$ cat config.mk
export PLATFORM = sky130hd
export DESIGN_NAME = cmv300_frame_emulator
export DESIGN_NICKNAME = d
export VERILOG_FILES = /design/src/rtl/cmv300_pkg.sv /design/src/rtl/cmv300_pattern_gen.sv /design/src/rtl/cmv300_frame_emulator.sv
export SDC_FILE = /design/constraint.sdc
export NUM_CORES = 1
export LEC_CHECK = 0
export BUFFER_PORTS_ARGS = -buffer_cell sky130_fd_sc_hd__buf_4
export CORE_ASPECT_RATIO = 0.5
export CORE_MARGIN = 4
export CORE_UTILIZATION = 34
export CTS_CLUSTER_DIAMETER = 30
export DETAILED_ROUTE_END_ITERATION = 12
export PLACE_DENSITY_LB_ADDON = 0.15
export SLEW_MARGIN = 25
export SYNTH_ARGS = -nofsm -noshare
export SYNTH_HDL_FRONTEND = slang
export SYNTH_SLANG_ARGS = --single-unit
$ cat constraint.sdc
create_clock -name clk -period 4.4 [get_ports clk]
set_input_delay 0.44 -clock clk [delete_from_list [all_inputs] [get_ports clk]]
set_output_delay 0.44 -clock clk [all_outputs]
set_load 0.1 [all_outputs]
$ cat src/rtl/cmv300_pkg.sv
`default_nettype none
//==============================================================================
// Module      : cmv300_pkg
// Description : Shared types and constants for the CMV300 frame emulator.
//               Holds the FSM state encoding, test-pattern codes, default
//               frame geometry and the internal counter width.
// Revision    : 1.0 - initial release
//==============================================================================
package cmv300_pkg;

   // Frame sequencer states
   typedef enum logic [1:0] {
      ST_IDLE  = 2'd0,
      ST_DELAY = 2'd1,
      ST_LINE  = 2'd2,
      ST_BLANK = 2'd3
   } state_t;

   // Test-pattern selection codes
   localparam logic [1:0] PAT_HRAMP = 2'd0;
   localparam logic [1:0] PAT_VRAMP = 2'd1;
   localparam logic [1:0] PAT_CHECK = 2'd2;
   localparam logic [1:0] PAT_FRAME = 2'd3;

   // Default sensor geometry (648 x 488 active pixels)
   localparam int c_DEF_PIXELS_PER_LINE = 648;
   localparam int c_DEF_LINES_PER_FRAME = 488;

   // Width of the pixel / line / delay / blank counters
   localparam int c_CNT_W = 16;

endpackage : cmv300_pkg
`default_nettype wire

$ cat src/rtl/cmv300_pattern_gen.sv
`default_nettype none
//==============================================================================
// Module      : cmv300_pattern_gen
// Description : Combinational test-pattern pixel function. The caller
//               registers the result.
// Ports       : pattern  in  2  pattern code (PAT_*)
//               pix_lo   in  8  low byte of the pixel counter
//               line_lo  in  8  low byte of the line counter
//               frame_lo in  8  low byte of the completed-frame counter
//               pixel    out 8  pixel value
// Revision    : 1.0 - initial release
//==============================================================================
module cmv300_pattern_gen
   import cmv300_pkg::*;
(
   input  logic [1:0] pattern,
   input  logic [7:0] pix_lo,
   input  logic [7:0] line_lo,
   input  logic [7:0] frame_lo,
   output logic [7:0] pixel
);

   always_comb begin
      pixel = 8'h00;
      case (pattern)
         PAT_HRAMP: pixel = pix_lo;
         PAT_VRAMP: pixel = line_lo;
         // 8x8 checkerboard: toggles every 8 pixels and every 8 lines
         PAT_CHECK: pixel = {8{pix_lo[3] ^ line_lo[3]}};
         // Frame-indexed ramp lets the capture side spot dropped frames
         PAT_FRAME: pixel = frame_lo + pix_lo;
         default:   pixel = 8'h00;
      endcase
   end

endmodule : cmv300_pattern_gen
`default_nettype wire

$ cat src/rtl/cmv300_frame_emulator.sv
`default_nettype none
//==============================================================================
// Module      : cmv300_frame_emulator
// Description : Stand-in for the CMV300 8-bit parallel pixel output. A rising
//               edge on frame_req (while enabled and idle) produces one full
//               frame of test-pattern pixels on line_valid/data_valid/d_out.
// Ports       : clk         in  1       pixel clock
//               rst_n       in  1       asynchronous active-low reset
//               enable      in  1       allow new frame requests
//               pattern_sel in  2       pattern code, sampled at frame start
//               frame_req   in  1       rising edge requests a frame
//               line_valid  out 1       high during active lines
//               data_valid  out 1       high on each valid pixel
//               d_out       out DATA_W  pixel data, 0 when not valid
//               frame_busy  out 1       high from accepted request to frame end
//               frame_cnt   out 16      completed frame count (wraps)
// Revision    : 1.0 - initial release
//==============================================================================
module cmv300_frame_emulator
   import cmv300_pkg::*;
#(
   parameter int PIXELS_PER_LINE = c_DEF_PIXELS_PER_LINE,
   parameter int LINES_PER_FRAME = c_DEF_LINES_PER_FRAME,
   parameter int LINE_BLANK      = 16,
   parameter int FRAME_DELAY     = 8,
   parameter int DATA_W          = 8
)(
   input  logic              clk,
   input  logic              rst_n,
   input  logic              enable,
   input  logic [1:0]        pattern_sel,
   input  logic              frame_req,
   output logic              line_valid,
   output logic              data_valid,
   output logic [DATA_W-1:0] d_out,
   output logic              frame_busy,
   output logic [15:0]       frame_cnt
);

   localparam logic [c_CNT_W-1:0] c_PIX_LAST   = c_CNT_W'(PIXELS_PER_LINE - 1);
   localparam logic [c_CNT_W-1:0] c_LINE_LAST  = c_CNT_W'(LINES_PER_FRAME - 1);
   localparam logic [c_CNT_W-1:0] c_BLANK_LAST = c_CNT_W'(LINE_BLANK - 1);
   localparam logic [c_CNT_W-1:0] c_DLY_LAST   = c_CNT_W'(FRAME_DELAY - 1);

   state_t               r_state;
   state_t               w_state_nxt;
   logic [c_CNT_W-1:0]   r_pix_cnt,   w_pix_cnt_nxt;
   logic [c_CNT_W-1:0]   r_line_cnt,  w_line_cnt_nxt;
   logic [c_CNT_W-1:0]   r_dly_cnt,   w_dly_cnt_nxt;
   logic [c_CNT_W-1:0]   r_blank_cnt, w_blank_cnt_nxt;
   logic [1:0]           r_pattern,   w_pattern_nxt;
   logic                 r_req_q;
   logic [15:0]          r_frame_cnt;
   logic                 w_req_accept;
   logic                 w_frame_done;

   logic                 r_line_valid;
   logic                 r_data_valid;
   logic                 r_frame_busy;
   logic [DATA_W-1:0]    r_d_out;
   logic                 w_line_valid_nxt;
   logic                 w_frame_busy_nxt;
   logic [DATA_W-1:0]    w_d_out_nxt;
   logic [7:0]           w_pixel;

   // Only a fresh 0->1 edge seen while idle and enabled starts a frame
   assign w_req_accept = frame_req & ~r_req_q & enable & (r_state == ST_IDLE);

   //---------------------------------------------------------------------------
   // State / counter / output registers
   //---------------------------------------------------------------------------
   always_ff @(posedge clk or negedge rst_n) begin
      if (!rst_n) begin
         r_state      <= ST_IDLE;
         r_pix_cnt    <= '0;
         r_line_cnt   <= '0;
         r_dly_cnt    <= '0;
         r_blank_cnt  <= '0;
         r_pattern    <= PAT_HRAMP;
         r_req_q      <= 1'b0;
         r_frame_cnt  <= 16'd0;
         r_line_valid <= 1'b0;
         r_data_valid <= 1'b0;
         r_frame_busy <= 1'b0;
         r_d_out      <= '0;
      end else begin
         r_state      <= w_state_nxt;
         r_pix_cnt    <= w_pix_cnt_nxt;
         r_line_cnt   <= w_line_cnt_nxt;
         r_dly_cnt    <= w_dly_cnt_nxt;
         r_blank_cnt  <= w_blank_cnt_nxt;
         r_pattern    <= w_pattern_nxt;
         r_req_q      <= frame_req;
         if (w_frame_done) begin
            r_frame_cnt <= r_frame_cnt + 16'd1;
         end
         r_line_valid <= w_line_valid_nxt;
         r_data_valid <= w_line_valid_nxt;
         r_frame_busy <= w_frame_busy_nxt;
         r_d_out      <= w_d_out_nxt;
      end
   end

   //---------------------------------------------------------------------------
   // Next-state and counter logic
   //---------------------------------------------------------------------------
   always_comb begin
      w_state_nxt     = r_state;
      w_pix_cnt_nxt   = r_pix_cnt;
      w_line_cnt_nxt  = r_line_cnt;
      w_dly_cnt_nxt   = r_dly_cnt;
      w_blank_cnt_nxt = r_blank_cnt;
      w_pattern_nxt   = r_pattern;
      w_frame_done    = 1'b0;
      case (r_state)
         ST_IDLE: begin
            if (w_req_accept) begin
               w_state_nxt   = ST_DELAY;
               w_dly_cnt_nxt = '0;
               w_pattern_nxt = pattern_sel;
            end
         end
         ST_DELAY: begin
            if (r_dly_cnt == c_DLY_LAST) begin
               w_state_nxt    = ST_LINE;
               w_pix_cnt_nxt  = '0;
               w_line_cnt_nxt = '0;
            end else begin
               w_dly_cnt_nxt = r_dly_cnt + 1'b1;
            end
         end
         ST_LINE: begin
            if (r_pix_cnt == c_PIX_LAST) begin
               w_pix_cnt_nxt = '0;
               if (r_line_cnt == c_LINE_LAST) begin
                  w_state_nxt    = ST_IDLE;
                  w_line_cnt_nxt = '0;
                  w_frame_done   = 1'b1;
               end else begin
                  w_state_nxt     = ST_BLANK;
                  w_line_cnt_nxt  = r_line_cnt + 1'b1;
                  w_blank_cnt_nxt = '0;
               end
            end else begin
               w_pix_cnt_nxt = r_pix_cnt + 1'b1;
            end
         end
         ST_BLANK: begin
            if (r_blank_cnt == c_BLANK_LAST) begin
               w_state_nxt = ST_LINE;
            end else begin
               w_blank_cnt_nxt = r_blank_cnt + 1'b1;
            end
         end
         default: begin
            w_state_nxt = ST_IDLE;
         end
      endcase
   end

   //---------------------------------------------------------------------------
   // Output decode. Outputs are computed from next-state values so that the
   // registered pins line up with the cycle the state/counters describe.
   //---------------------------------------------------------------------------
   cmv300_pattern_gen u_pattern_gen (
      .pattern  (w_pattern_nxt),
      .pix_lo   (w_pix_cnt_nxt[7:0]),
      .line_lo  (w_line_cnt_nxt[7:0]),
      .frame_lo (r_frame_cnt[7:0]),
      .pixel    (w_pixel)
   );

   always_comb begin
      w_line_valid_nxt = (w_state_nxt == ST_LINE);
      w_frame_busy_nxt = (w_state_nxt != ST_IDLE);
      w_d_out_nxt      = '0;
      if (w_line_valid_nxt) begin
         w_d_out_nxt = DATA_W'(w_pixel);
      end
   end

   assign line_valid = r_line_valid;
   assign data_valid = r_data_valid;
   assign d_out      = r_d_out;
   assign frame_busy = r_frame_busy;
   assign frame_cnt  = r_frame_cnt;

endmodule : cmv300_frame_emulator
`default_nettype wire

## Yosys cells after proc, flatten, opt, wreduce, memory -nomap -nowiden

Index checks and enable logic that the tools add are counted.

| operators by class | value |
|---|---|
| add/subtract/negate cells | 6 |
| equality and inequality tests | 17 |
| muxes and demuxes | 27 |
| bitwise operators | 5 |
| reduce and logical (&&, ||, !) cells | 10 |

Operators with widths:

| cell | number |
|---|---|
| $mux W16 | 10 |
| $pmux W16 S2 | 4 |
| $add A16 B1 Y16 const B | 5 |
| $pmux W8 S4 | 1 |
| $eq A16 B10 Y1 const B | 1 |
| $eq A16 B3 Y1 const B | 1 |
| $eq A16 B4 Y1 const B | 1 |
| $eq A16 B9 Y1 const B | 1 |
| $mux W2 | 7 |
| $ne A2 B2 Y1 const B | 6 |
| $eq A2 B2 Y1 const B | 5 |
| $add A8 B8 Y8 | 1 |
| $mux W8 | 1 |
| $pmux W2 S4 | 1 |
| $reduce_bool A2 Y1 | 4 |
| $reduce_and A3 Y1 | 2 |
| $eq A2 B1 Y1 const B | 2 |
| $logic_not A2 Y1 | 2 |
| $reduce_and A4 Y1 | 1 |
| $and A1 B1 Y1 | 3 |
| $mux W1 | 3 |
| $reduce_and A2 Y1 | 1 |
| $not A1 Y1 | 1 |
| $xor A1 B1 Y1 | 1 |

| storage, ports and cells | value |
|---|---|
| bits in registers | 95 |
| bits of input ports | 6 |
| output and inout bits | 27 |
| word-level logic and storage cells | 78 |

## Depth between registers and ports, before layout

Gate-level depths: netlist of run 1.

| logic depth | value |
|---|---|
| depth after elaboration | 9 |
| gate-level depth with buffers | 18 |
| gate-level depth less buffers | 17 |

## Hierarchy

From an unflattened synthesis of run 1, not the netlist that was laid out.

| second synthesis, totals | value |
|---|---|
| cells, all modules | 612 |
| area total of the unflattened synthesis | 5646.7 um^2 |

Modules (own cells, without submodules):

| module | instances | cells each | area each (um^2) | sequential area each (um^2) |
|---|---|---|---|---|
| cmv300_frame_emulator | 1 | 547 | 5148.7 | 2377.3 |
| cmv300_pattern_gen | 1 | 65 | 498.0 | 0.0 |

## Least setup slack after synthesis of run 1

Ideal clock, no wire load.

| path | value |
|---|---|
| path kind | register -> register |
| start | reg r_dly_cnt[0] |
| end | reg r_d_out[7] (netlist: d_out[7]) |
| library setup time | 0.096 ns |
| data arrival time | 3.346 ns |
| required time | 4.304 ns |
| setup slack | 0.958 ns |
| cell stages (with the launch flop) | 16 |
| period minus slack after synthesis | 3.442 ns |
| cell sequence | dfrtp_1 ha_1 nor4bb_1 and4_1 o21ai_1 clkbuf_1 a22oi_1 inv_1 ha_1 a21oi_1 o211ai_1 nor4_1 nor3_1 xnor3_1 or3_1 a311oi_2 |

| between the ends | value |
|---|---|
| longest elaborated chain between the ends | 6 |

Ends and longest elaborated chain:

| item | RTL line | text |
|---|---|---|
| start, declared | cmv300_frame_emulator.sv:49 | `logic [c_CNT_W-1:0] r_dly_cnt, w_dly_cnt_nxt;` |
| start signal, assigned | cmv300_frame_emulator.sv:90 | `r_dly_cnt <= w_dly_cnt_nxt;` |
| $eq A16 B3 Y1 | cmv300_frame_emulator.sv:124 | `if (r_dly_cnt == c_DLY_LAST) begin` |
| $mux W16 | cmv300_frame_emulator.sv:124 |  |
| $pmux W16 S2 | cmv300_frame_emulator.sv:115 | `case (r_state)` |
| via u_pattern_gen.pix_lo[1] | cmv300_pattern_gen.sv:17 | `input logic [7:0] pix_lo,` |
| $add A8 B8 Y8 | cmv300_pattern_gen.sv:31 | `PAT_FRAME: pixel = frame_lo + pix_lo;` |
| $pmux W8 S4 | cmv300_pattern_gen.sv:25 | `case (pattern)` |
| $mux W8 | cmv300_frame_emulator.sv:177 | `if (w_line_valid_nxt) begin` |
| via w_d_out_nxt[7] | cmv300_frame_emulator.sv:63 | `logic [DATA_W-1:0] w_d_out_nxt;` |
| end signal, assigned | cmv300_frame_emulator.sv:100 | `r_d_out <= w_d_out_nxt;` |
| end, declared | cmv300_frame_emulator.sv:60 | `logic [DATA_W-1:0] r_d_out;` |

The timed path passes the listed nets, and every way through them passes these cells. The select of a mux whose other input is x is not followed.
A chain may end at the register's enable or synchronous reset.

## Worst setup path in the final report of run 1

| path | value |
|---|---|
| start | reg r_state[1] |
| end | reg r_d_out[7] (netlist: d_out[7]) |

RTL lines:

| item | RTL line | text |
|---|---|---|
| start, declared | cmv300_frame_emulator.sv:45 | `state_t r_state;` |
| start signal, assigned | cmv300_frame_emulator.sv:87 | `r_state <= w_state_nxt;` |
| $eq A2 B2 Y1 or $eq A2 B1 Y1 (tied branches) | cmv300_frame_emulator.sv:115 |  |
| $pmux W16 S2 * | cmv300_frame_emulator.sv:115 |  |
| via u_pattern_gen.pix_lo[2] | cmv300_pattern_gen.sv:17 |  |
| $add A8 B8 Y8 * | cmv300_pattern_gen.sv:31 |  |
| $pmux W8 S4 * | cmv300_pattern_gen.sv:25 |  |
| $mux W8 * | cmv300_frame_emulator.sv:177 |  |
| via w_d_out_nxt[7] | cmv300_frame_emulator.sv:63 |  |

The timed path passes the listed nets; every way through them passes the cells marked *.

==> flow_summary_export.csv, run 1 <==
group,metric,value,unit
layout,final.fill_count,1546,
synthesis,synth_fp_nets,585,
synthesis,commonest_register_cell_after_synthesis,"sky130_fd_sc_hd__dfrtp_1",
timing,finalCriticalPeriod,3.93,ns
synthesis,ys_seq_elements,95,
die,die_h,96.6,um
timing,worst_slew_pin_slew,1.00,ns
die,boundaryPins,33,
clock_tree,clock_latency,0.34,ns
clock_tree,cells_resized_by_post_cts_repair,0,
layout,antenna_cells_inserted,0,
clock_tree,clock_tree_root,"sky130_fd_sc_hd__clkbuf_16",
detailed_routing,routed_vias_inst,5.28,
worst_setup_path,reg2reg_setup_slack,0.47,ns
synthesis,number_of_warning_messages_in_the_yosys_log,0,
global_routing,gr-usage-all-layers,15.1,%
layout,layoutNonFillerInstCount,810,
clock_tree,cts.htree.levels,3,
timing,fin_setup_tns,0,ns
synthesis,ys_seq_area_share,44.5,%
power_and_ir_drop,max-vdd-ir-drop,0.000159,V
die,effective_utilization_at_floorplan,34.7,%
clock_tree,post_cts.repair.setup_buffers,0,
worst_setup_path,cp_data_arrival_time,4.17,ns
die,rows,32,
power_and_ir_drop,pwr_per_cell_area,275,mW/mm^2
flow_run,drv_cap,0,
place,routabilityCongestion,0.899,
worst_setup_path,critPathMaxFanout,5,
place,port_buffers,32,
synthesis,async_s_r_ff_share_synth,100,%
global_routing,grt_overflow,0,
hold_path,worst_min_delay_path_category,"in -> async",
timing,final.setup_skew,0.0124,ns
detailed_routing,firstDrtPassIters,4,
clock_tree,clk_path_buf_depth,2,
worst_setup_path,worst-endpoint-required,4.64,ns
timing,maxClockFrequency,0.255,GHz
timing,finalSetupViolations,0,
global_routing,antenna_found_initial,0,
timing,timing.final.hold_violations,0,
synthesis,synth.avg_cell_area,9.51,sq um
detailed_routing,drtIter0Drc,273,
layout,share_of_layout_cells_above_drive_strength_1,12.7,%
power_and_ir_drop,power_switching,367,uW
clock_tree,cts_tree,"done",
global_routing,grt_start_max_net_pins,65,
power_and_ir_drop,cell_internal_pwr,1.32,mW
worst_setup_path,critical_path_class,"reg -> reg",
clock_tree,numCtsBuffers,9,
detailed_routing,detail_route.drc_violations,0,
timing,report.final.slew_viol_count,0,
timing,grt_setup_unrepaired,"false",
worst_setup_path,r2r_start,"r_state[1]",
place,dpl.hpwl,9350,um
die,fp.coreArea,0.0154,sq mm
layout,area_growth_syn_to_layout,14.8,%
worst_setup_path,start_kind,"register",
clock_tree,postCtsHoldBufs,0,
synthesis,synth_cells,562,
worst_setup_path,r2r.worst_path.cells,17,
detailed_routing,drt_wl_total,13000,um
synthesis,yosys.cell_types.count,73,
global_routing,first_global_vias,4218,
power_and_ir_drop,switching_share,21.7,%
status,status,"complete, no violations",
detailed_routing,wire_per_inst,16.0,um
worst_setup_path,worstSetupStartpoint,"r_state[1]",
detailed_routing,route.antenna.remaining_nets,0,
place,placedCellCount,794,
die,die_area,0.0179,sq mm
timing,worst_slew_margin_rel,33.0,%
synthesis,syn_area,0.00534,sq mm
clock_tree,clk_transition_reported_paths,0.07,ns
worst_setup_path,worst_setup_path_end_kind,"register",
layout,nets,624,
detailed_routing,via_count,4279,
timing,finalCritPeriodShare,89.3,%
clock_tree,clock_sinks,95,
global_routing,grt_first_pass_wirelength,22100,um
synthesis,synth-edff-count,0,
power_and_ir_drop,comb_power_share,1.3,%
die,floorplan.die.width,185,um
power_and_ir_drop,seq_power_share,51.7,%
power_and_ir_drop,power_frac_clock,47.0,%
power_and_ir_drop,power.leakage,2.67,nW
-- kinds of logic after synthesis --
family | count (synthesis) | synth area share (%)
and+or+nand+nor | 253 | 25.5
AOI/OAI and AO/OA | 110 | 13.9
xor gates and xnor gates | 50 | 8.45
adders and majority gates | 17 | 4.12
muxes | 5 | 0.960
DFF | 95 | 44.5
buffers and inverters | 32 | 2.55
-- cells in the mapped netlist, types with 2 or more instances --
master                     number  area [sq um]
sky130_fd_sc_hd__dfrtp_1       95          2380
sky130_fd_sc_hd__nor2_1        60           225
sky130_fd_sc_hd__nand2_1       52           195
sky130_fd_sc_hd__o21ai_0       38           190
sky130_fd_sc_hd__nand3_1       33           165
sky130_fd_sc_hd__xnor2_1       25           219
sky130_fd_sc_hd__xor2_1        24           210
sky130_fd_sc_hd__inv_1         21          78.8
sky130_fd_sc_hd__nand4_1       18           113
sky130_fd_sc_hd__a21oi_1       17          85.1
sky130_fd_sc_hd__ha_1          16           200
sky130_fd_sc_hd__nor3_1        16          80.1
sky130_fd_sc_hd__and3_1        14          87.6
sky130_fd_sc_hd__and2_1        10          62.6
sky130_fd_sc_hd__nor4_1         8          50.1
sky130_fd_sc_hd__or3_1          8          50.1
sky130_fd_sc_hd__o31ai_1        7          52.6
sky130_fd_sc_hd__a31oi_1        6          37.5
sky130_fd_sc_hd__and4_1         6          52.6
sky130_fd_sc_hd__clkbuf_1       6          22.5
sky130_fd_sc_hd__a211oi_1       5          37.5
sky130_fd_sc_hd__nor2b_1        5          31.3
sky130_fd_sc_hd__a22oi_1        4          30.0
sky130_fd_sc_hd__mux2i_1        4          40.0
sky130_fd_sc_hd__nand2b_1       3          18.8
sky130_fd_sc_hd__o41ai_1        3          26.3
sky130_fd_sc_hd__a221oi_1       2          17.5
sky130_fd_sc_hd__a41oi_1        2          17.5
sky130_fd_sc_hd__buf_4          2          15.0
sky130_fd_sc_hd__nand4b_1       2          17.5
sky130_fd_sc_hd__nor3_2         2          20.0
sky130_fd_sc_hd__nor4b_1        2          17.5
sky130_fd_sc_hd__nor4bb_1       2          20.0
sky130_fd_sc_hd__o21ai_2        2          17.5
sky130_fd_sc_hd__o21bai_1       2          15.0
sky130_fd_sc_hd__o221a_2        2          22.5
sky130_fd_sc_hd__o311a_1        2          20.0
-- worst max-delay path: stages, from the launching register on --
cell	delay, ns
sky130_fd_sc_hd__dfrtp_1	0.41
sky130_fd_sc_hd__inv_1	0.08
sky130_fd_sc_hd__ha_1	0.36
sky130_fd_sc_hd__nor4b_1	0.28
sky130_fd_sc_hd__nand4_1	0.26
sky130_fd_sc_hd__nand2_1	0.26
sky130_fd_sc_hd__o21ai_0	0.12
sky130_fd_sc_hd__nand2_1	0.08
sky130_fd_sc_hd__o21a_1	0.15
sky130_fd_sc_hd__inv_1	0.08
sky130_fd_sc_hd__ha_1	0.36
sky130_fd_sc_hd__nand3_1	0.08
sky130_fd_sc_hd__o211ai_1	0.20
sky130_fd_sc_hd__nor4_1	0.07
sky130_fd_sc_hd__nor3_1	0.22
sky130_fd_sc_hd__xnor3_1	0.24
sky130_fd_sc_hd__or3_1	0.33
sky130_fd_sc_hd__a311oi_2	0.25
-- stage by stage --
stage | utilization (%) | area [sq um] | setup WS, ns | power (mW) | hold WS, ns
6_report | 39.8 | 6130 | 0.473 | 1.69 | 0.199
5_1_grt | 39.8 | 6130 | 0.0291 | 1.76 | 0.213
4_1_cts | 39.8 | 6130 | 0.482 | 1.72 | 0.212
3_5_place_dp | 37.8 | 5830 | 0.513 | 0.914 | 0.459
3_3_place_gp | 37.8 | 5830 | 0.534 | 0.914 | 0.462
2_1_floorplan | - | 5340 | 0.958 | 0.891 | 0.144
-- registers in the layout (all words and copies together) (netlist names) --
| signal | cells |
|---|---|
| r_dly_cnt | 16 |
| r_line_cnt | 16 |
| r_pattern | 2 |
| r_state | 2 |
| r_blank_cnt | 16 |
| r_req_q | 1 |
| frame_cnt | 16 |
| r_pix_cnt | 16 |
| frame_busy | 1 |
| d_out | 8 |
| data_valid | 1 |
-- layer usage --
metal	share of wire (%)	wire length (um)	GRT usage, %
met5	0	0	0
met4	1.6	207	3.72
met3	3.7	479	3.57
met2	43	5630	22.2
met1	51	6680	22.3
-- power groups by stage --
stage | sequential (mW) | combinational [mW] | clock [mW]
final | 0.873 | 0.0221 | 0.793
after global routing | 0.873 | 0.0271 | 0.857
after detailed placement | 0.890 | 0.0242 | 0
after global placement | 0.890 | 0.0239 | 0
after floorplan | 0.890 | 0.000564 | 0
after CTS | 0.873 | 0.0242 | 0.819
-- cell type report --
type / instances / area [sq um] / share of cell area (%)
multi-input combinational: 435 / 2830 / 46.2
sequential: 95 / 2380 / 38.8
timing repair buffer: 39 / 293 / 4.77
tap: 204 / 255 / 4.16
clock buffer: 10 / 229 / 3.73
inverter: 21 / 78.8 / 1.29
clock inverter: 6 / 68.8 / 1.12
-- placed cells by master, fill, tap and decap left out, types with 3 or more instances in the layout --
cell | synthesis | layout
sky130_fd_sc_hd__mux2i_1 | 4 | 4
sky130_fd_sc_hd__a31oi_1 | 6 | 6
sky130_fd_sc_hd__clkbuf_16 | 0 | 9
sky130_fd_sc_hd__and4_1 | 6 | 6
sky130_fd_sc_hd__nand3_1 | 33 | 33
sky130_fd_sc_hd__nand4_1 | 18 | 18
sky130_fd_sc_hd__or3_1 | 8 | 8
sky130_fd_sc_hd__nand2_1 | 52 | 52
sky130_fd_sc_hd__xor2_1 | 24 | 24
sky130_fd_sc_hd__a21oi_1 | 17 | 17
sky130_fd_sc_hd__a22oi_1 | 4 | 4
sky130_fd_sc_hd__a211oi_1 | 5 | 5
sky130_fd_sc_hd__o21ai_0 | 38 | 38
sky130_fd_sc_hd__nor4_1 | 8 | 8
sky130_fd_sc_hd__ha_1 | 16 | 16
sky130_fd_sc_hd__and2_1 | 10 | 10
sky130_fd_sc_hd__buf_4 | 2 | 39
sky130_fd_sc_hd__nor2b_1 | 5 | 5
sky130_fd_sc_hd__inv_1 | 21 | 21
sky130_fd_sc_hd__o41ai_1 | 3 | 3
sky130_fd_sc_hd__xnor2_1 | 25 | 25
sky130_fd_sc_hd__nand2b_1 | 3 | 3
sky130_fd_sc_hd__nor3_1 | 16 | 16
sky130_fd_sc_hd__nor2_1 | 60 | 59
sky130_fd_sc_hd__and3_1 | 14 | 14
sky130_fd_sc_hd__o31ai_1 | 7 | 7
sky130_fd_sc_hd__dfrtp_1 | 95 | 95
-- final timing paths --
kind                                 end
max                             d_out[7]
min                         r_dly_cnt[8]
max reg2reg                     d_out[7]
min reg2reg                frame_cnt[15]
max in group asynchronous   r_pix_cnt[1]
min in group clk                 r_req_q
Note: power is estimated with default switching activity, not from simulation.
==> inputs of run 2 (changes only) <==
Settings changed: PLACE_DENSITY_LB_ADDON 0.15 to unset, RECOVER_POWER set to 25.
==> flow_summary_export.csv, run 2 (same netlist as run 1, synthesis figures left out) <==
group,metric,value,unit
status,status,"complete, but fails checks",
status,violations,"capacitance limit, slew limit",
worst_setup_path,critPathBufInv,2,
worst_setup_path,worst_setup_path_end_kind,"register",
global_routing,grt_overflow,0,
layout,final.fill_count,1514,
die,rows,32,
place,routabilityCongestion,0.870,
global_routing,grt_first_pass_wirelength,21600,um
clock_tree,clk_path_buf_depth,2,
clock_tree,numCtsBuffers,9,
detailed_routing,firstDrtPassIters,5,
timing,hold-worst-slack,0.244,ns
layout,post-route-cell-area,0.00615,sq mm
place,place_ws,0.607,ns
timing,finalCritPeriodShare,88.0,%
power_and_ir_drop,pwr_per_cell_area,288,mW/mm^2
die,die_h,96.6,um
clock_tree,clock_sinks,95,
detailed_routing,routed_vias_inst,5.38,
hold_path,hold_path_end,"r_req_q",
timing,final_ws_setup,0.528,ns
flow_run,drv_cap,1,
layout,share_of_layout_cells_above_drive_strength_1,12.3,%
die,effective_utilization_at_floorplan,34.7,%
power_and_ir_drop,max-vdd-ir-drop,0.000188,V
clock_tree,cts_tree,"done",
die,die_area,0.0179,sq mm
clock_tree,cts.htree.levels,3,
hold_path,holdCritStartpoint,"frame_req",
layout,nets,622,
die,floorplan.die.width,185,um
worst_setup_path,critical_path.max_stage_delay,0.41,ns
place,postPlaceCellArea,0.00582,sq mm
hold_path,worst_min_delay_path_category,"in -> reg",
worst_setup_path,reg2reg_setup_slack,0.53,ns
timing,worst_slew_margin_rel,-121,%
worst_setup_path,worst-endpoint-required,4.65,ns
timing,finalSetupViolations,0,
timing,grt_setup_unrepaired,"false",
timing,worst_slew_pin_slew,3.31,ns
timing,final.setup_skew,0.00987,ns
power_and_ir_drop,power.leakage,2.67,nW
timing,finalCriticalPeriod,3.87,ns
worst_setup_path,worstPathCellList,"inv_1, ha_1, nor4b_1, nand4_1, nand2_1, o21ai_0, nand2_1, o21a_1, inv_1, ha_1, nand3_1, o211ai_1, nor4_1, nor3_1, xnor3_1, or3_1, a311oi_2",
worst_setup_path,critical-path-top-delay-family,"simple AND/OR/NAND/NOR gates",
detailed_routing,drtIter0Drc,305,
hold_path,timing.hold.worst_path_depth,1,
detailed_routing,via_count,4345,
layout,area_growth_syn_to_layout,15.2,%
timing,fin_setup_tns,0,ns
timing,maxClockFrequency,0.258,GHz
place,dpl.hpwl,9030,um
worst_setup_path,timing.critical_path.slowest_stage_cell,"sky130_fd_sc_hd__dfrtp_1",
worst_setup_path,r2r_start,"r_state[1]",
clock_tree,cells_resized_by_post_cts_repair,0,
clock_tree,clock_latency,0.35,ns
clock_tree,clock_tree_root,"sky130_fd_sc_hd__clkbuf_16",
worst_setup_path,r2r.worst_path.cells,17,
worst_setup_path,start_kind,"register",
detailed_routing,drt_wl_total,12400,um
worst_setup_path,critical_path_class,"reg -> reg",
global_routing,grt_start_max_net_pins,62,
worst_setup_path,cp_data_arrival_time,4.12,ns
detailed_routing,detail_route.drc_violations,0,
place,port_buffers,32,
layout,fin_util,39.9,%
layout,mostFrequentLayoutCells,"sky130_fd_sc_hd__dfrtp_1 (95), sky130_fd_sc_hd__nor2_1 (59), sky130_fd_sc_hd__nand2_1 (52), sky130_fd_sc_hd__o21ai_0 (38), sky130_fd_sc_hd__buf_4 (35)",
worst_setup_path,critPathMaxFanout,5,
global_routing,antenna_found_initial,0,
layout,antenna_cells_inserted,0,
detailed_routing,route.antenna.remaining_nets,0,
timing,report.final.slew_viol_count,62,
clock_tree,clk_transition_reported_paths,0.07,ns
layout,mostFrequentLayoutCell,"sky130_fd_sc_hd__dfrtp_1",
clock_tree,post_cts.repair.setup_buffers,0,
global_routing,gr-usage-all-layers,14.5,%
global_routing,first_global_vias,4318,
die,boundaryPins,33,
clock_tree,postCtsHoldBufs,0,
die,fp.coreArea,0.0154,sq mm
worst_setup_path,rr_endpoint,"d_out[7]",
timing,timing.final.hold_violations,0,
detailed_routing,wire_per_inst,15.3,um
-- run 2: layout make-up --
class | count | area, sq um | area share [%]
Multi-Input combinational cell | 435 | 2830 | 46.0
Sequential cell | 95 | 2380 | 38.6
Clock inverter | 7 | 114 | 1.85
Tap cell | 204 | 255 | 4.15
Clock buffer | 9 | 225 | 3.66
Inverter | 21 | 78.8 | 1.28
Timing Repair Buffer | 37 | 270 | 4.39
-- run 2: worst reg2reg max path: cells and delay by family (launching register included) --
family	cells	cell delay (ns)
and+or+nand+nor	8	1.56
AOI/OAI and AO/OA	4	0.70
DFF	1	0.41
adders and majority gates	2	0.70
xor gates and xnor gates	1	0.25
buffers and inverters	2	0.15
-- run 2: worst max-delay path by stage --
stage	from	end	slack (ns)	cells past startpoint
after floorplan	r_dly_cnt[0]	d_out[7]	0.96	15
after global placement	r_dly_cnt[3]	d_out[7]	0.78	12
after detailed placement	r_state[1]	d_out[7]	0.61	17
after CTS	r_state[1]	d_out[7]	0.58	17
after global routing	r_state[1]	d_out[7]	0.18	17
final	r_state[1]	d_out[7]	0.53	17
-- run 2: per-stage QoR --
step / std cells / power [mW]
global placement: 792 / 0.913
floorplan: 562 / 0.891
CTS: 808 / 1.79
finish: 808 / 1.77
detailed placement: 792 / 0.914
global route: 808 / 1.84
-- run 2: metal layers --
| layer | up-vias | track usage (%) | wire, um |
|---|---|---|---|
| met2 | 83 | 22.1 | 5650 |
| met5 | - | 0 | 0 |
| li1 | 2120 | - | - |
| met1 | 2125 | 21.2 | 6120 |
| met3 | 17 | 3.38 | 467 |
| met4 | 0 | 3.10 | 155 |
-- run 2: power breakdown --
part           switching [mW]  total, mW  internal (mW)  leakage (nW)
sequential           0.000134      0.873          0.873          1.26
clock                   0.367      0.880          0.512         0.165
combinational          0.0178     0.0209        0.00305          1.24
==> inputs of run 3 (changes only) <==
Clock period 4.4 ns to 4.6 ns, I/O delays scaled along.
==> flow_summary_export.csv, run 3 (same netlist as run 1, synthesis figures left out) <==
group,metric,value,unit
global_routing,gr-usage-all-layers,14.2,%
power_and_ir_drop,pwr_per_cell_area,267,mW/mm^2
layout,mostFrequentLayoutCell,"sky130_fd_sc_hd__dfrtp_1",
global_routing,grt_overflow,0,
worst_setup_path,critical_path_class,"reg -> reg",
worst_setup_path,start_kind,"register",
timing,report.final.slew_viol_count,45,
timing,finalCriticalPeriod,3.81,ns
hold_path,worst_min_delay_path_category,"in -> reg",
global_routing,first_global_vias,4219,
clock_tree,clock_tree_root,"sky130_fd_sc_hd__clkbuf_16",
worst_setup_path,worstPathCellList,"ha_1, nor4bb_1, and4_1, o21ai_1, a211o_1, ha_1, nand3_1, o211ai_1, nor4_1, nor3_1, xnor3_1, or3_1, a311oi_2",
worst_setup_path,critPathMaxFanout,5,
worst_setup_path,critical-path-top-delay-family,"simple AND/OR/NAND/NOR gates",
power_and_ir_drop,power.leakage,2.65,nW
global_routing,grt.met3_usage,3.49,%
global_routing,antenna_found_initial,0,
clock_tree,post_cts.repair.setup_buffers,0,
detailed_routing,via_count,4333,
die,die_area,0.0179,sq mm
global_routing,groute.layer.met2.usage,21.6,%
layout,mostFrequentLayoutCells,"sky130_fd_sc_hd__dfrtp_1 (95), sky130_fd_sc_hd__nor2_1 (59), sky130_fd_sc_hd__nand2_1 (52), sky130_fd_sc_hd__o21ai_0 (38), sky130_fd_sc_hd__nand3_1 (33)",
detailed_routing,route.antenna.remaining_nets,0,
worst_setup_path,worst_setup_path_end_kind,"register",
power_and_ir_drop,max-vdd-ir-drop,0.000171,V
layout,antenna_cells_inserted,0,
clock_tree,cts.htree.levels,3,
timing,hold-worst-slack,0.274,ns
detailed_routing,detail_route.drc_violations,0,
global_routing,grt_start_max_net_pins,53,
worst_setup_path,critPathBufInv,0,
timing,worst_slew_pin_slew,2.40,ns
worst_setup_path,critical_path.max_stage_delay,0.43,ns
worst_setup_path,timing.critical_path.slowest_stage_cell,"sky130_fd_sc_hd__a211o_1",
timing,maxClockFrequency,0.262,GHz
die,floorplan.die.width,185,um
layout,area_growth_syn_to_layout,14.3,%
timing,fin_setup_tns,0,ns
power_and_ir_drop,total_power,1.63,mW
die,boundaryPins,33,
place,dpl.hpwl,8800,um
timing,finalSetupViolations,0,
status,violations,"capacitance limit, slew limit",
clock_tree,postCtsHoldBufs,0,
die,effective_utilization_at_floorplan,34.7,%
global_routing,grt_first_pass_wirelength,21100,um
detailed_routing,drt_wl_total,12200,um
timing,worst_slew_margin_rel,-59.9,%
detailed_routing,drtIter0Drc,319,
clock_tree,clock_latency,0.34,ns
timing,final.setup_skew,0.00733,ns
timing,grt_setup_unrepaired,"false",
clock_tree,numCtsBuffers,9,
timing,timing.final.hold_violations,0,
flow_run,drv_cap,1,
die,rows,32,
place,routabilityCongestion,0.819,
timing,finalCritPeriodShare,82.9,%
place,port_buffers,32,
global_routing,met1_usage,20.4,%
worst_setup_path,worst-endpoint-required,4.85,ns
place,placedCellCount,791,
clock_tree,cells_resized_by_post_cts_repair,0,
die,die_h,96.6,um
status,status,"complete, but fails checks",
worst_setup_path,critical_path.most_common_cell,"sky130_fd_sc_hd__ha_1",
detailed_routing,routed_vias_inst,5.37,
worst_setup_path,cp_data_arrival_time,4.06,ns
clock_tree,cts_tree,"done",
place,place_ws,0.791,ns
detailed_routing,firstDrtPassIters,5,
die,fp.coreArea,0.0154,sq mm
layout,layoutNonFillerInstCount,807,
clock_tree,clk_transition_reported_paths,0.07,ns
clock_tree,clk_path_buf_depth,2,
layout,nets,621,
detailed_routing,wire_per_inst,15.1,um
layout,share_of_layout_cells_above_drive_strength_1,11.8,%
clock_tree,clock_sinks,95,
global_routing,grt_most_used_layer,"met2",
timing,final_ws_setup,0.789,ns
## run 3: cell types whose count changed in the layout (fill, tap and decap cells not counted)
cell,delta
sky130_fd_sc_hd__buf_4,-3
sky130_fd_sc_hd__bufinv_16,-1
sky130_fd_sc_hd__clkbuf_1,+2
sky130_fd_sc_hd__clkbuf_2,+1
sky130_fd_sc_hd__clkbuf_8,+2
sky130_fd_sc_hd__clkinv_2,+1
sky130_fd_sc_hd__clkinv_8,-1
sky130_fd_sc_hd__inv_6,-1
sky130_fd_sc_hd__inv_8,-1
## run 3: layout make-up
cell class,instances,area (sq um)
clock inverters,4,52.6
clock buffers,12,256
flip-flops and latches,95,2380
multi-input cells,435,2830
inverters,21,78.8
fillers,1524,9310
well taps,204,255
repair buffers,36,256
## run 3: final timing paths
check / start / to / slack, ns / depth (start not counted)
worst max-delay path: r_dly_cnt[0] / d_out[7] / 0.79 / 13
worst min-delay path: frame_req / r_req_q / 0.27 / 1
worst max register to register: r_dly_cnt[0] / d_out[7] / 0.79 / 13
worst min register to register: frame_cnt[15] / frame_cnt[15] / 0.48 / 1
max in group asynchronous: rst_n / r_pix_cnt[7] / 1.44 / 2
min in group asynchronous: rst_n / r_blank_cnt[15] / 0.84 / 1
## run 3: metrics by stage
step	area (sq um)	utilization (%)
2_1_floorplan	5340	-
3_3_place_gp	5810	37.7
3_5_place_dp	5810	37.7
4_1_cts	6120	39.7
5_1_grt	6110	39.6
6_report	6110	39.6
## run 3: per-layer routing
metal	vias up	share of wire, %	wire, um
met2	84	45	5520
met3	12	3.6	441
met4	0	1.4	168
met5	-	0	0
li1	2112	-	-
met1	2125	50	6080
## run 3: power by group
group	switching [mW]	internal [mW]	leakage, nW
Combinational	0.0174	0.00255	1.23
Sequential	0.000167	0.835	1.26
Clock	0.322	0.454	0.153
## run 3: worst reg2reg max path: cells and delay by family, from the launching register on
family          cells  cell delay (ns)
flops               1             0.39
simple gates        6             1.45
xor+xnor            1             0.25
fa+ha+maj           2             0.60
compound gates      4             1.04
